### config.mk
export PLATFORM = sky130hd
export DESIGN_NAME = multicycle_alu_flat
export DESIGN_NICKNAME = d
export VERILOG_FILES = /design/src/rtl/alu_pkg.sv /design/src/rtl/multicycle_alu_if.sv /design/src/rtl/multicycle_alu_shift_add_multiplier.sv /design/src/rtl/multicycle_alu.sv /design/src/flat_wrapper.sv
export SDC_FILE = /design/constraint.sdc
export NUM_CORES = 1
export LEC_CHECK = 0
export CORE_MARGIN = 1.5
export CORE_UTILIZATION = 40
export CTS_CLUSTER_SIZE = 20
export DETAILED_ROUTE_END_ITERATION = 7
export SLEW_MARGIN = 20
export SYNTH_ARGS = -nofsm -noshare
export SYNTH_HDL_FRONTEND = slang
export SYNTH_SLANG_ARGS = --single-unit
### constraint.sdc
create_clock -name clk_i -period 4.9 [get_ports clk_i]
set_input_delay 0.98 -clock clk_i [delete_from_list [all_inputs] [get_ports clk_i]]
set_output_delay 0.98 -clock clk_i [all_outputs]
set_load 0.005 [all_outputs]
### src/rtl/alu_pkg.sv
// rtl/alu_pkg.sv - shared ALU control encodings and FSM state type
package alu_pkg;

  localparam logic [2:0] ALU_NOP = 3'b000;
  localparam logic [2:0] ALU_AND = 3'b001;
  localparam logic [2:0] ALU_OR  = 3'b010;
  localparam logic [2:0] ALU_ADD = 3'b011;
  localparam logic [2:0] ALU_SUB = 3'b100;
  localparam logic [2:0] ALU_MUL = 3'b101;

  typedef enum logic {
    S_IDLE = 1'b0,
    S_MUL  = 1'b1
  } state_e;

endpackage

### src/rtl/multicycle_alu_if.sv
// rtl/multicycle_alu_if.sv - request/result bundle between ID/EX, the ALU and EX/MEM
interface multicycle_alu_if #(
  parameter int WIDTH = 32
);
  logic             valid_i;
  logic             flush_i;
  logic [2:0]       ALUCtrl_i;
  logic [WIDTH-1:0] data1_i;
  logic [WIDTH-1:0] data2_i;
  logic [WIDTH-1:0] data_o;
  logic             zero_o;
  logic             valid_o;
  logic             busy_o;

  modport master (
    output valid_i, flush_i, ALUCtrl_i, data1_i, data2_i,
    input  data_o, zero_o, valid_o, busy_o
  );

  modport slave (
    input  valid_i, flush_i, ALUCtrl_i, data1_i, data2_i,
    output data_o, zero_o, valid_o, busy_o
  );
endinterface

### src/rtl/multicycle_alu_shift_add_multiplier.sv
// rtl/multicycle_alu_shift_add_multiplier.sv - iterative shift-add multiplier, fixed WIDTH steps
module shift_add_multiplier #(
  parameter int WIDTH = 32,
  parameter int CNT_W = 6
) (
  input  logic             clk,
  input  logic             rst,
  input  logic             clear,
  input  logic             start,
  input  logic [WIDTH-1:0] a,
  input  logic [WIDTH-1:0] b,
  output logic             done,
  output logic [WIDTH-1:0] product
);

  logic [WIDTH-1:0] mcand;
  logic [WIDTH-1:0] mplier;
  logic [WIDTH-1:0] acc;
  logic [WIDTH-1:0] acc_next;
  logic [CNT_W-1:0] cnt;

  assign acc_next = mplier[0] ? acc + mcand : acc;
  // product includes the add of the final step so the top can register it on the done edge
  assign product  = acc_next;
  assign done     = (cnt == CNT_W'(1));

  always_ff @(posedge clk) begin
    if (rst || clear) begin
      mcand  <= '0;
      mplier <= '0;
      acc    <= '0;
      cnt    <= '0;
    end else if (start) begin
      mcand  <= a;
      mplier <= b;
      acc    <= '0;
      cnt    <= CNT_W'(WIDTH);
    end else if (cnt != '0) begin
      acc    <= acc_next;
      mcand  <= mcand << 1;
      mplier <= mplier >> 1;
      cnt    <= cnt - CNT_W'(1);
    end
  end

endmodule

### src/rtl/multicycle_alu.sv
// rtl/multicycle_alu.sv - execute-stage ALU: single-cycle logic/arith ops plus multicycle MUL
module multicycle_alu
  import alu_pkg::*;
#(
  parameter int WIDTH = 32,
  parameter int CNT_W = 6
) (
  input  logic                 clk_i,
  input  logic                 rst_i,
  multicycle_alu_if.slave      bus
);

  state_e           state_q, state_d;
  logic [WIDTH-1:0] data_q, data_d;
  logic             zero_q, zero_d;
  logic             valid_q, valid_d;
  logic [WIDTH-1:0] alu_result;
  logic [WIDTH-1:0] mul_result;
  logic             mul_start, mul_clear, mul_done;

  shift_add_multiplier #(
    .WIDTH (WIDTH),
    .CNT_W (CNT_W)
  ) u_mul (
    .clk     (clk_i),
    .rst     (rst_i),
    .clear   (mul_clear),
    .start   (mul_start),
    .a       (bus.data1_i),
    .b       (bus.data2_i),
    .done    (mul_done),
    .product (mul_result)
  );

  always_comb begin
    alu_result = '0;
    case (bus.ALUCtrl_i)
      ALU_AND: alu_result = bus.data1_i & bus.data2_i;
      ALU_OR:  alu_result = bus.data1_i | bus.data2_i;
      ALU_ADD: alu_result = bus.data1_i + bus.data2_i;
      ALU_SUB: alu_result = bus.data1_i - bus.data2_i;
      default: alu_result = '0;
    endcase
  end

  always_comb begin
    state_d   = state_q;
    data_d    = data_q;
    zero_d    = zero_q;
    valid_d   = 1'b0;
    mul_start = 1'b0;
    mul_clear = 1'b0;
    case (state_q)
      S_IDLE: begin
        if (bus.flush_i) begin
          mul_clear = 1'b1;
        end else if (bus.valid_i) begin
          if (bus.ALUCtrl_i == ALU_MUL) begin
            mul_start = 1'b1;
            state_d   = S_MUL;
          end else begin
            data_d  = alu_result;
            zero_d  = (alu_result == '0);
            valid_d = 1'b1;
          end
        end
      end
      S_MUL: begin
        // requests arriving during MUL are not accepted, even on the finishing edge
        if (bus.flush_i) begin
          mul_clear = 1'b1;
          state_d   = S_IDLE;
        end else if (mul_done) begin
          data_d  = mul_result;
          zero_d  = (mul_result == '0);
          valid_d = 1'b1;
          state_d = S_IDLE;
        end
      end
      default: state_d = S_IDLE;
    endcase
  end

  always_ff @(posedge clk_i) begin
    if (rst_i) begin
      state_q <= S_IDLE;
      data_q  <= '0;
      zero_q  <= 1'b1;
      valid_q <= 1'b0;
    end else begin
      state_q <= state_d;
      data_q  <= data_d;
      zero_q  <= zero_d;
      valid_q <= valid_d;
    end
  end

  assign bus.data_o  = data_q;
  assign bus.zero_o  = zero_q;
  assign bus.valid_o = valid_q;
  assign bus.busy_o  = (state_q == S_MUL);

endmodule

### src/flat_wrapper.sv
// flat-port wrapper written by rule: the top's interface ports become plain ports
module multicycle_alu_flat import alu_pkg::*;
#(
  parameter int WIDTH = 32,
  parameter int CNT_W = 6
)
  (clk_i, rst_i, bus_valid_i, bus_flush_i, bus_ALUCtrl_i, bus_data1_i, bus_data2_i, bus_data_o, bus_zero_o, bus_valid_o, bus_busy_o);
  multicycle_alu_if #(.WIDTH(WIDTH)) bus_i ();
  input  logic clk_i;
  input  logic rst_i;
  input wire logic [$bits(bus_i.valid_i)-1:0] bus_valid_i;
  input wire logic [$bits(bus_i.flush_i)-1:0] bus_flush_i;
  input wire logic [$bits(bus_i.ALUCtrl_i)-1:0] bus_ALUCtrl_i;
  input wire logic [$bits(bus_i.data1_i)-1:0] bus_data1_i;
  input wire logic [$bits(bus_i.data2_i)-1:0] bus_data2_i;
  output wire logic [$bits(bus_i.data_o)-1:0] bus_data_o;
  output wire logic [$bits(bus_i.zero_o)-1:0] bus_zero_o;
  output wire logic [$bits(bus_i.valid_o)-1:0] bus_valid_o;
  output wire logic [$bits(bus_i.busy_o)-1:0] bus_busy_o;
  assign bus_i.valid_i = bus_valid_i;
  assign bus_i.flush_i = bus_flush_i;
  assign bus_i.ALUCtrl_i = bus_ALUCtrl_i;
  assign bus_i.data1_i = bus_data1_i;
  assign bus_i.data2_i = bus_data2_i;
  assign bus_data_o = bus_i.data_o;
  assign bus_zero_o = bus_i.zero_o;
  assign bus_valid_o = bus_i.valid_o;
  assign bus_busy_o = bus_i.busy_o;
  multicycle_alu #(.WIDTH(WIDTH), .CNT_W(CNT_W)) u_core (.clk_i(clk_i), .rst_i(rst_i), .bus(bus_i));
endmodule
Word level (Yosys, flattened, before mapping)
Cells that the tools add are included.
{"block": "op_classes", "n_addsub": 4, "n_eq_ne": 11, "mux": 34, "bitwise": 3, "n_reduce_logical": 7}
{"op": "$mux W32", "count": 10}
{"op": "$pmux W32 S4", "count": 1}
{"op": "$add A32 B32 Y32", "count": 2}
{"op": "$logic_not A32 Y1", "count": 2}
{"op": "$pmux W32 S2", "count": 1}
{"op": "$and A32 B32 Y32", "count": 1}
{"op": "$or A32 B32 Y32", "count": 1}
{"op": "$sub A32 B32 Y32", "count": 1}
{"op": "$mux W1", "count": 17}
{"op": "$mux W6", "count": 2}
{"op": "$ne A2 B2 Y1 const B", "count": 5}
{"op": "$eq A3 B2 Y1 const B", "count": 2}
{"op": "$eq A3 B3 Y1 const B", "count": 2}
{"op": "$eq A6 B1 Y1 const B", "count": 1}
{"op": "$pmux W1 S2", "count": 3}
{"op": "$reduce_bool A6 Y1", "count": 1}
{"op": "$sub A6 B1 Y6 const B", "count": 1}
{"op": "$reduce_and A5 Y1", "count": 1}
{"op": "$eq A3 B1 Y1 const B", "count": 1}
{"op": "$reduce_bool A2 Y1", "count": 1}
{"op": "$reduce_or A2 Y1", "count": 1}
{"op": "$logic_or A1 B1 Y1", "count": 1}
{"op": "$not A1 Y1", "count": 1}
{"block": "totals", "ff_bits": 137, "inputBits": 71, "output_inout_bits": 35, "elab_cells": 68}

Depth between registers and ports, before layout
{"block": "logic_depth", "word_depth": 7, "mapped_depth": 21, "mapped_depth_nobuf": 21}

Hierarchy
Synthesis repeated with hierarchy kept, for this count alone.
{"block": "hier_totals", "cells_unflattened": 1655, "hier_area_um2": 11687.5}
{"module": "shift_add_multiplier", "instances": 1, "cells_per_inst": 879, "area_per_inst_um2": 6323.6, "seq_area_each_um2": 2042.0}
{"module": "multicycle_alu", "instances": 1, "cells_per_inst": 776, "area_per_inst_um2": 5363.9, "seq_area_each_um2": 700.7}

Worst setup path before layout
No wires, ideal clock.
{"block": "synth_path", "kind": "input-to-reg", "from": "in bus_data2_i[13]", "to": "reg u_core.zero_q (netlist: u_core.bus.zero_o)", "setup_ns": 0.074, "arrival_ns": 4.839, "required_time_ns": 4.826, "setup_slack_ns": -0.013, "cell_stages": 19, "n_path_buf": 0, "cell_sequence": "or4_4 nor4_4 or2b_1 nor3_1 inv_1 o21ai_0 xor2_1 ha_1 a21o_1 a21oi_1 o21bai_1 a211oi_1 o31a_1 mux2i_1 nand3_1 or4b_1 nor4_1 nand4_1 a31oi_1"}
{"block": "synth_via", "elab_chain_cells": 7, "word_cells_on_any_way": 10, "cone_classes": "2 x add/sub; 5 x mux; 2 x bitwise; 1 x reduce/logical"}
{"item": "start, declared", "line_no": "flat_wrapper.sv:15", "source": "input wire logic [$bits(bus_i.data2_i)-1:0] bus_data2_i;"}
{"item": "$sub A32 B32 Y32, or another cell as far along", "line_no": "multicycle_alu.sv:41", "source": "ALU_SUB: alu_result = bus.data1_i - bus.data2_i;"}
{"item": "$pmux W32 S4 *", "line_no": "multicycle_alu.sv:37", "source": "case (bus.ALUCtrl_i)"}
{"item": "$logic_not A32 Y1 *", "line_no": "multicycle_alu.sv:63", "source": "zero_d = (alu_result == '0);"}
{"item": "$mux W1 *", "line_no": "multicycle_alu.sv:58", "source": "if (bus.ALUCtrl_i == ALU_MUL) begin"}
{"item": "$mux W1 *", "line_no": "multicycle_alu.sv:57", "source": "end else if (bus.valid_i) begin"}
{"item": "$mux W1 *", "line_no": "multicycle_alu.sv:55", "source": "if (bus.flush_i) begin"}
{"item": "$pmux W1 S2 *", "line_no": "multicycle_alu.sv:53", "source": "case (state_q)"}
{"item": "end signal, assigned", "line_no": "multicycle_alu.sv:93", "source": "zero_q <= zero_d;"}
{"item": "end, declared", "line_no": "multicycle_alu.sv:15", "source": "logic zero_q, zero_d;"}
Mark *: on every way between the ends. The rest lies on a longest branch, timed or not. The select of a mux whose other input is x is not followed.
A chain may end at the register's enable or synchronous reset.

Worst setup path in the final report
{"block": "layout_path", "from": "in bus_ALUCtrl_i[0]", "to": "reg u_core.zero_q (netlist: u_core.bus.zero_o)"}
{"block": "layout_via", "elab_chain_cells": 7, "word_cells_on_any_way": 13, "cone_classes": "6 x eq/ne; 5 x mux; 2 x reduce/logical"}
{"item": "start, declared", "line_no": "flat_wrapper.sv:13", "source": "input wire logic [$bits(bus_i.ALUCtrl_i)-1:0] bus_ALUCtrl_i;"}
{"item": "$eq A3 B3 Y1, or another cell as far along", "line_no": "multicycle_alu.sv:37"}
{"item": "$pmux W32 S4", "line_no": "multicycle_alu.sv:37"}
{"item": "$logic_not A32 Y1", "line_no": "multicycle_alu.sv:63"}
{"item": "$mux W1", "line_no": "multicycle_alu.sv:58"}
{"item": "$mux W1", "line_no": "multicycle_alu.sv:57"}
{"item": "$mux W1", "line_no": "multicycle_alu.sv:55"}
{"item": "$pmux W1 S2", "line_no": "multicycle_alu.sv:53"}
Several ways; a longest one is shown, not always the timed one. The select of a mux whose other input is x is not followed.

==> results.md <==
- Minimum clock period: 4.94 ns
- Starting Density: 0.408
- Asr flop ratio synth: 0
- M1 WL: 20.9 mm
- Post-synth EDFFs: 0
- Die area: 29400 µm²
- Finish-stage setup viols: 1
- Tcrit/Tclk final: 1.01
- Synth top area share: 0.241
- DR top layer: met4
- Crit path DAT: 5.31 ns
- Ys flop type: dfxtp_1
- Die Span Y: 172 µm
- Drt drc: 0
- Worst-Margin Slew: 1.08 ns
- Clock latency on the worst-skew pair: 0.45 ns
- Htree depth: 4
- Req. time, crit path: 5.28 ns
- Cts bufs inserted: 17
- Core Box Area: 27900 µm²
- Final hold vios: 0
- Number of max-cap violations: 0
- Syn-to-layout area delta: 36.8%
- Worst setup path category: in2reg
- Iter 0 DRT Violations: 1292
- Placer Congestion: 0.951
- Input/output buffers: 105
- Synth cell types: 92
- GRT Total Usage: 0.308
- Synthesis Warnings: 0
- Total wire length: 45.4 mm
- Boundary Pins: 106
- Worst vdd ir: 0.947 mV
- CTS Hold Buffers Added: 0
- Vias/cell: 5.87
- Max Slew Vio Count: 0
- Post-synth top cells: nand2_1 (232), nor2_1 (189), dfxtp_1 (137), a21oi_1 (117), clkbuf_1 (86)
- CTS clk-pin slew, worst paths: 0.06 ns
- Violated checks: setup timing
- Initial antenna violation count: 0
- Lkg Pwr: 6.41 nW
- Most frequent cell after synthesis: nand2_1
- CP Launch Type: primary input
- Power Density: 396 nW/µm²
- DRT Pass-1 Iters: 7
- Clock Sinks: 137
- Sequential-to-total area share from yosys stat: 0.241
- First-pass GRT wire length: 67.9 mm
- Share of cells above drive strength 1: 0.221
- Fmax: 0.203 GHz
- Cells after Synth: 1542
- Synth area leaders: dfxtp_1 (24%), nand2_1 (7.7%), ha_1 (7.4%)
- Routed Antenna Nets: 0
- Max Buffers Root-to-Sink: 2
- Max FO, Critical Path: 8
- Hold Path Class: reg2reg
- Fin Setup TNS: -0.0354 ns
- Routed WL per cell: 20.4 µm
- GR Overflow Total: 0
- CTS tree: yes
- # rows: 61
- Die width: 172 µm
- Hpwl dp: 35.3 mm
- Antenna diodes: 0
- Vias in the first global route: 11.6k
- Flops & latches, synth: 137
- Worst Slack Setup Final: -0.0354 ns
- Mapped Area: 11400 µm²
- Largest area contributor in the netlist: dfxtp_1
- Final nets: 1970
- Avg Cell Area, Syn: 7.37 µm²
- Met3 WL: 2.99 mm
- RSZ-0062 raised after global routing: true
- Vias: 13.0k
- Status: finished with violations
- Slew headroom: 0.279
- Final Skew: 0.0105 ns
- Synthesized net count: 1682
- Clk root buf: clkbuf_16
- CP Capture Type: flop
- Pin count of the biggest net entering global routing: 90
- Met2 wire length: 20.3 mm
- Total power: 6.15 mW
## final cells by class
cell class                      count  area, µm²
Clock buffer                       17        425
Clock inverter                     15        215
Fill cell                        2671      12300
Inverter                           30        113
Multi-Input combinational cell   1272       8480
Sequential cell                   137       2740
Tap cell                          378        473
Timing Repair Buffer              372       3090
## state kept, by name, indices dropped and copies added (netlist names)
signal / flops
u_core.bus.busy_o: 1
u_core.u_mul.mplier: 32
u_core.u_mul.cnt: 6
u_core.u_mul.acc: 32
u_core.bus.zero_o: 1
u_core.u_mul.mcand: 32
u_core.bus.data_o: 32
u_core.bus.valid_o: 1
## metal layers
layer	vias up	global-route usage
li1	6256	-
met5	-	0
met1	6198	0.435
met2	524	0.482
met3	65	0.0400
met4	0	0.0969
## stage by stage
step	setup slack (ns)	util	area, µm²	instances	hold WS, ns
floorplan	0.0287	-	11400	1542	0.448
global placement	-0.856	0.515	14300	2166	0.441
detailed placement	-0.921	0.515	14300	2166	0.444
CTS	0.00292	0.547	15200	2208	0.451
global route	-0.128	0.558	15500	2221	0.470
finish	-0.0354	0.558	15500	2221	0.450
## cells in the final DEF (no fill, tap or decap), drive strengths merged, types with 13 or more instances in the layout
| cell type | netlist | routed |
|---|---|---|
| nor3 | 27 | 27 |
| inv | 27 | 32 |
| o21ai | 60 | 60 |
| a211oi | 49 | 49 |
| xnor2 | 43 | 43 |
| clkdlybuf4s50 | 0 | 93 |
| o211ai | 25 | 25 |
| a21oi | 120 | 120 |
| dfxtp | 137 | 137 |
| nand3 | 33 | 33 |
| nor2 | 191 | 191 |
| a311oi | 65 | 65 |
| ha | 67 | 67 |
| a31oi | 15 | 15 |
| nor2b | 16 | 16 |
| mux2i | 28 | 28 |
| nand4 | 18 | 18 |
| and3 | 14 | 14 |
| xor2 | 32 | 32 |
| a21o | 46 | 46 |
| buf | 15 | 269 |
| o21a | 13 | 13 |
| nand2 | 232 | 232 |
| clkbuf | 88 | 19 |
## cell families after synthesis
family / synth area share
flops: 0.241
compound gates: 0.310
fa+ha+maj: 0.0773
mux: 0.0257
xor+xnor: 0.0595
buf+inv: 0.0446
simple gates: 0.242
## final timing paths
path | startpoint | to | slack, ns | cells past startpoint
hold reg to reg | u_core.bus.data_o[30] | u_core.bus.data_o[30] | 0.45 | 2
setup / recovery | bus_ALUCtrl_i[0] | u_core.bus.zero_o | -0.04 | 20
hold / removal | u_core.bus.data_o[30] | u_core.bus.data_o[30] | 0.45 | 2
setup reg to reg | u_core.u_mul.mcand[0] | u_core.bus.zero_o | 0.72 | 14
## worst max-delay path, stage by stage
cell and delay [ns]:
clkdlybuf4s50_1 0.52, inv_2 0.07, nand3_2 0.08, buf_6 0.14, o21ai_0 0.12, xor2_1 0.17
ha_1 0.38, a21oi_2 0.13, nand2_1 0.09, o211ai_1 0.37, a21oi_1 0.12, buf_4 0.17
xor2_1 0.14, a222oi_1 0.45, buf_4 0.20, o211ai_1 0.08, or4b_4 0.53, nor4_2 0.28
nand4_1 0.12, a31oi_1 0.18
## timing repair
item                       4_1_cts  5_1_grt
gates cloned                     0        0
pin swaps                       44       47
setup buffers                   10       16
resized for setup               54       64
setup endpoints to repair       10       10
## report_power, final
part | switching (mW) | total, mW | internal [mW] | leakage, nW
clock | 0.583 | 1.45 | 0.862 | 0.303
sequential | 0.140 | 1.42 | 1.28 | 1.11
combinational | 2.17 | 3.28 | 1.11 | 5.00
No activity file was read; power rests on OpenSTA's default activity.
